`src/rtl/mem_access_unit.sv`:
```
// Initiator-side front end for the single-port word data memory: byte/half/word
// loads and stores over valid/ready, with read-modify-write for sub-word stores.
module mem_access_unit #(
  parameter int addresswidth = 32,
  parameter int depth        = 100000,
  parameter int width        = 32
) (
  input  logic                    clk,
  input  logic                    resetN,
  input  logic                    reqValid,
  output logic                    reqReady,
  input  logic                    reqWrite,
  input  logic [1:0]              reqSize,
  input  logic                    reqSigned,
  input  logic [31:0]             reqAddr,
  input  logic [width-1:0]        reqData,
  output logic                    respValid,
  input  logic                    respReady,
  output logic [width-1:0]        respData,
  output logic                    respError,
  output logic [addresswidth-1:0] memAddress,
  output logic                    memWriteEnable,
  output logic [width-1:0]        memDataIn,
  input  logic [width-1:0]        memDataOut
);

  // state   | meaning
  // IDLE    | ready for a request
  // ISSUE   | address presented; word stores write here
  // CAPTURE | read data available, extract and extend the load lane
  // MERGE   | read data available, write back with the lane replaced
  // RESP    | response held until respReady
  typedef enum logic [2:0] {IDLE, ISSUE, CAPTURE, MERGE, RESP} state_t;

  state_t state_q, state_d;

  logic             write_q, signed_q;
  logic [1:0]       size_q, addr_lo_q;
  logic [width-1:0] data_q;

  logic [31:0]      word_idx;
  logic             req_err;
  logic [7:0]       byte_lane;
  logic [15:0]      half_lane;
  logic [width-1:0] load_val, merged;

  assign word_idx = {2'b00, reqAddr[31:2]};

  always_comb begin
    req_err = 1'b0;
    if (reqSize == 2'b11)                          req_err = 1'b1;
    if (reqSize == 2'b01 && reqAddr[0])            req_err = 1'b1;
    if (reqSize == 2'b10 && reqAddr[1:0] != 2'b00) req_err = 1'b1;
    if (word_idx >= 32'(depth))                    req_err = 1'b1;
  end

  assign byte_lane = memDataOut[{addr_lo_q, 3'b000} +: 8];
  assign half_lane = memDataOut[{addr_lo_q[1], 4'b0000} +: 16];

  always_comb begin
    load_val = memDataOut;
    merged   = memDataOut;
    case (size_q)
      2'b00: begin
        load_val = {{24{signed_q & byte_lane[7]}}, byte_lane};
        merged[{addr_lo_q, 3'b000} +: 8] = data_q[7:0];
      end
      2'b01: begin
        load_val = {{16{signed_q & half_lane[15]}}, half_lane};
        merged[{addr_lo_q[1], 4'b0000} +: 16] = data_q[15:0];
      end
      default: ;
    endcase
  end

  always_ff @(posedge clk or negedge resetN) begin
    if (!resetN) state_q <= IDLE;
    else         state_q <= state_d;
  end

  // Write strobe is decoded from state so a reset mid-store kills it at once.
  always_comb begin
    state_d        = state_q;
    reqReady       = 1'b0;
    respValid      = 1'b0;
    memWriteEnable = 1'b0;
    memDataIn      = '0;
    case (state_q)
      IDLE: begin
        reqReady = 1'b1;
        if (reqValid) state_d = req_err ? RESP : ISSUE;
      end
      ISSUE: begin
        if (write_q && size_q == 2'b10) begin
          memWriteEnable = 1'b1;
          memDataIn      = data_q;
          state_d        = RESP;
        end else if (write_q) begin
          state_d = MERGE;
        end else begin
          state_d = CAPTURE;
        end
      end
      CAPTURE: state_d = RESP;
      MERGE: begin
        memWriteEnable = 1'b1;
        memDataIn      = merged;
        state_d        = RESP;
      end
      RESP: begin
        respValid = 1'b1;
        if (respReady) state_d = IDLE;
      end
      default: state_d = IDLE;
    endcase
  end

  always_ff @(posedge clk or negedge resetN) begin
    if (!resetN) begin
      write_q    <= 1'b0;
      signed_q   <= 1'b0;
      size_q     <= 2'b00;
      addr_lo_q  <= 2'b00;
      data_q     <= '0;
      respData   <= '0;
      respError  <= 1'b0;
      memAddress <= '0;
    end else begin
      if (state_q == IDLE && reqValid) begin
        write_q   <= reqWrite;
        signed_q  <= reqSigned;
        size_q    <= reqSize;
        addr_lo_q <= reqAddr[1:0];
        data_q    <= reqData;
        respData  <= '0;
        respError <= req_err;
        if (!req_err) memAddress <= addresswidth'(word_idx);
      end
      if (state_q == CAPTURE) respData <= load_val;
    end
  end

endmodule

```
`config.mk`:
```
export PLATFORM = sky130hd
export DESIGN_NAME = mem_access_unit
export DESIGN_NICKNAME = d
export VERILOG_FILES = /design/src/rtl/mem_access_unit.sv
export SDC_FILE = /design/constraint.sdc
export NUM_CORES = 1
export LEC_CHECK = 0
export CAP_MARGIN = 20
export CELL_PAD_IN_SITES_DETAIL_PLACEMENT = 1
export CELL_PAD_IN_SITES_GLOBAL_PLACEMENT = 2
export CORE_MARGIN = 5
export CORE_UTILIZATION = 27
export DETAILED_ROUTE_END_ITERATION = 7
export PLACE_DENSITY_LB_ADDON = 0.1
export RECOVER_POWER = 100
export SYNTH_ARGS = -nofsm -noshare
export SYNTH_HDL_FRONTEND = slang
export SYNTH_SLANG_ARGS = --single-unit
```
`constraint.sdc`:
```
create_clock -name clk -period 4.7 [get_ports clk]
set_input_delay 0.94 -clock clk [delete_from_list [all_inputs] [get_ports clk]]
set_output_delay 0.94 -clock clk [all_outputs]
set_load 0.03 [all_outputs]
```
==> load_flow_metrics.sql <==
INSERT INTO impl_metrics (metric_group, metric, value, unit) VALUES
('min_path', 'hold_path.class', 'reg -> reg', ''),
('drt', 'length_of_the_first_detailed_routing_pass_in_iterations', '4', ''),
('sta', 'fin_setup_tns', '0', 'ps'),
('sta', 'report.final.hold_viol_count', '0', ''),
('job', 'max_cap_viol_count', '2', ''),
('global_routing', 'grt_max_degree', '70', ''),
('sta', 'maxSlewViolCount', '114', ''),
('synth', 'netlist-cell-type-count', '48', ''),
('synth', 'synthesized_area_per_cell', '9.19', 'um^2'),
('synth', 'syn_area', '6130', 'um^2'),
('pwr', 'vdd_drop_max', '0.166', 'mV'),
('sta', 'setup_violations', '0', ''),
('clock_tree', 'htreeDepth', '3', ''),
('worst_setup_path', 'crit_fanout', '34', ''),
('clock_tree', 'ctsResizeCount', '0', ''),
('global_routing', 'first_global_vias', '6799', ''),
('synth', 'synth-warning-count', '0', ''),
('pwr', 'p_sw', '962', 'uW'),
('cells_and_area', 'mostFrequentLayoutCells', '142 x nand2_1, 104 x dfrtp_1, 101 x clkdlybuf4s50_1', ''),
('worst_setup_path', 'rrSetupSlack', '1140', 'ps'),
('sta', 'post-route-worst-setup-slack', '316', 'ps'),
('sta', 'finalWorstPathRequiredPeriod', '4380', 'ps'),
('clock_tree', 'setup_fix_buffers_added_after_clock_tree_synthesis', '0', ''),
('drt', 'route.detailed.drc', '0', ''),
('worst_setup_path', 'timing_worst_setup_path_type', 'reg -> out', ''),
('placement', 'dp_hpwl', '19500', 'um'),
('sta', 'hold_slack', '477', 'ps'),
('placement', 'gp_routability_congestion', '0.893', ''),
('sta', 'fmax', '228', 'MHz'),
('outcome', 'violated_checks', 'capacitance limit, slew limit', ''),
('cells_and_area', 'multi_input_gate_area', '3220', 'um^2'),
('sta', 'max-slew-margin-rel', '-30.7', '%'),
('cells_and_area', 'antenna_cells', '0', ''),
('pwr', 'combinationalPowerShare', '30.2', '%'),
('min_path', 'hold_depth', '2', ''),
('placement', 'detailedPlace.worstSlack', '780', 'ps'),
('cells_and_area', 'flow.area_growth_from_synthesis', '42.3', '%'),
('floorplanning', 'boundaryPins', '204', ''),
('floorplanning', 'initial_standard_cell_utilization_of_the_core', '27.2', '%'),
('cells_and_area', 'most_common_cell_after_layout_fill_and_taps_aside', 'nand2_1', ''),
('drt', 'route.antenna.remaining_nets', '0', ''),
('worst_setup_path', 'timing.reg2reg.worst_path_depth', '6', ''),
('worst_setup_path', 'start_kind', 'flip-flop', ''),
('global_routing', 'grt_remaining_overflow', '0', ''),
('pwr', 'leakage_power', '4.08', 'nW'),
('synth', 'synth_edf_count', '0', ''),
('clock_tree', 'cts_root_buffer', 'clkbuf_16', ''),
('floorplanning', 'placeableCoreArea', '22500', 'um^2'),
('outcome', 'outcome', 'finished with violations', ''),
('pwr', 'power.share.switching', '36.8', '%'),
('synth', 'synthesis.instances', '667', ''),
('cells_and_area', 'layout.nets', '946', ''),
('worst_setup_path', 'critical_path.reg2reg.startpoint', 'state_q[1]', ''),
('cells_and_area', 'final_core_util', '38.7', '%'),
('sta', 'clock_skew', '10.6', 'ps'),
('sta', 'post-route-period-util', '93.3', '%'),
('placement', 'place.detailed.instances', '1110', ''),
('cells_and_area', 'fill_cells', '2565', ''),
('drt', 'via_count', '6233', ''),
('floorplanning', 'row_count', '55', ''),
('clock_tree', 'clock-sinks', '104', ''),
('worst_setup_path', 'worst_ep_arrival_time', '3440', 'ps'),
('sta', 'rsz0062_at_grt', 'false', ''),
('pwr', 'share_clk_of_total_power', '29.0', '%'),
('drt', 'first_iter_violations', '270', ''),
('floorplanning', 'floorplan.die_area', '25800', 'um^2'),
('synth', 'synth_seq_area_share', '42.5', '%'),
('synth', 'synth-main-ff-cell', 'dfrtp_1', ''),
('min_path', 'worstHoldStart', 'respData[27]', ''),
('placement', 'buffer_ports.inserted', '201', ''),
('clock_tree', 'cts_buffer_depth', '2', '');
how the worst max path moves through the flow:
stage | startpoint | endpoint | slack [ps] | cells past startpoint
final | addr_lo_q[1] | memDataIn[2] | 320 | 6
after floorplan | addr_lo_q[0] | memDataIn[16] | 950 | 10
after global placement | addr_lo_q[1] | memDataIn[22] | 900 | 9
after detailed placement | addr_lo_q[1] | memDataIn[22] | 780 | 9
after global routing | addr_lo_q[1] | memDataIn[12] | 120 | 6
after CTS | addr_lo_q[1] | memDataIn[22] | 350 | 9
cell type report:
cell class	instances	share of cell area, %
multi-input cells	487	36.9
inverters	8	0.344
well taps	285	4.09
flip-flops and latches	104	29.8
clock buffers	10	2.74
repair buffers	227	25.5
clock inverters	6	0.574
synthesized netlist by cell type (7+ instances only):
library cell / instances / area, um^2
nor2b_1: 46 / 288
mux4_2: 7 / 158
nor4b_1: 8 / 70.1
o22ai_1: 41 / 257
nand2_1: 142 / 533
nor3_1: 7 / 35.0
nor2_1: 16 / 60.1
a21oi_1: 13 / 65.1
a211oi_1: 7 / 52.6
o221ai_1: 7 / 61.3
dfrtp_1: 104 / 2600
mux2_1: 16 / 180
inv_1: 8 / 30.0
o31ai_1: 16 / 120
o21ai_0: 10 / 50.1
clkbuf_1: 54 / 203
buf_2: 8 / 40.0
a221oi_1: 23 / 201
a21o_1: 28 / 210
mux2i_1: 8 / 80.1
a2111oi_0: 34 / 298
power groups by stage:
stage          Sequential (mW)  Clock [mW]  Combinational [mW]
3_3_place_gp              1.08           0               0.759
4_1_cts                   1.07       0.790               0.786
5_1_grt                   1.07       0.827               0.863
2_1_floorplan             1.01           0               0.512
6_report                  1.07       0.758               0.789
3_5_place_dp              1.08           0               0.781
registers in the layout, summed over array words and instances, names as in the netlist:
signal      count
respError       1
signed_q        1
size_q          2
data_q         32
state_q         3
write_q         1
respData       32
memAddress     30
addr_lo_q       2
worst max-delay path, stage by stage (launching register included):
cell and delay [ps]:
dfrtp_1 490, buf_4 460, or2_0 880, o22ai_1 250
a2111oi_0 490, a221o_1 200, clkbuf_1 320
stage by stage:
stage / total power [mW] / cell area, um^2
6_report: 2.61 / 8720
5_1_grt: 2.77 / 8720
4_1_cts: 2.64 / 8950
3_5_place_dp: 1.87 / 8660
3_3_place_gp: 1.84 / 8660
2_1_floorplan: 1.52 / 6130
routing by layer:
metal | global-route usage, % | vias up | wire length, um
li1 | - | 2824 | -
met1 | 26.4 | 3107 | 11400
met2 | 33.0 | 253 | 12400
met3 | 5.06 | 49 | 1860
met4 | 7.67 | 0 | 875
met5 | 0 | - | 0
cell families after synthesis:
kind of cell               synth area share [%]
AOI/OAI and AO/OA                          24.2
DFF                                        42.5
other                                    0.0612
buffers and inverters                      5.12
muxes                                      7.00
and+or+nand+nor                            20.1
adders and majority gates                  1.02
Power figures use the tool's default switching activity.
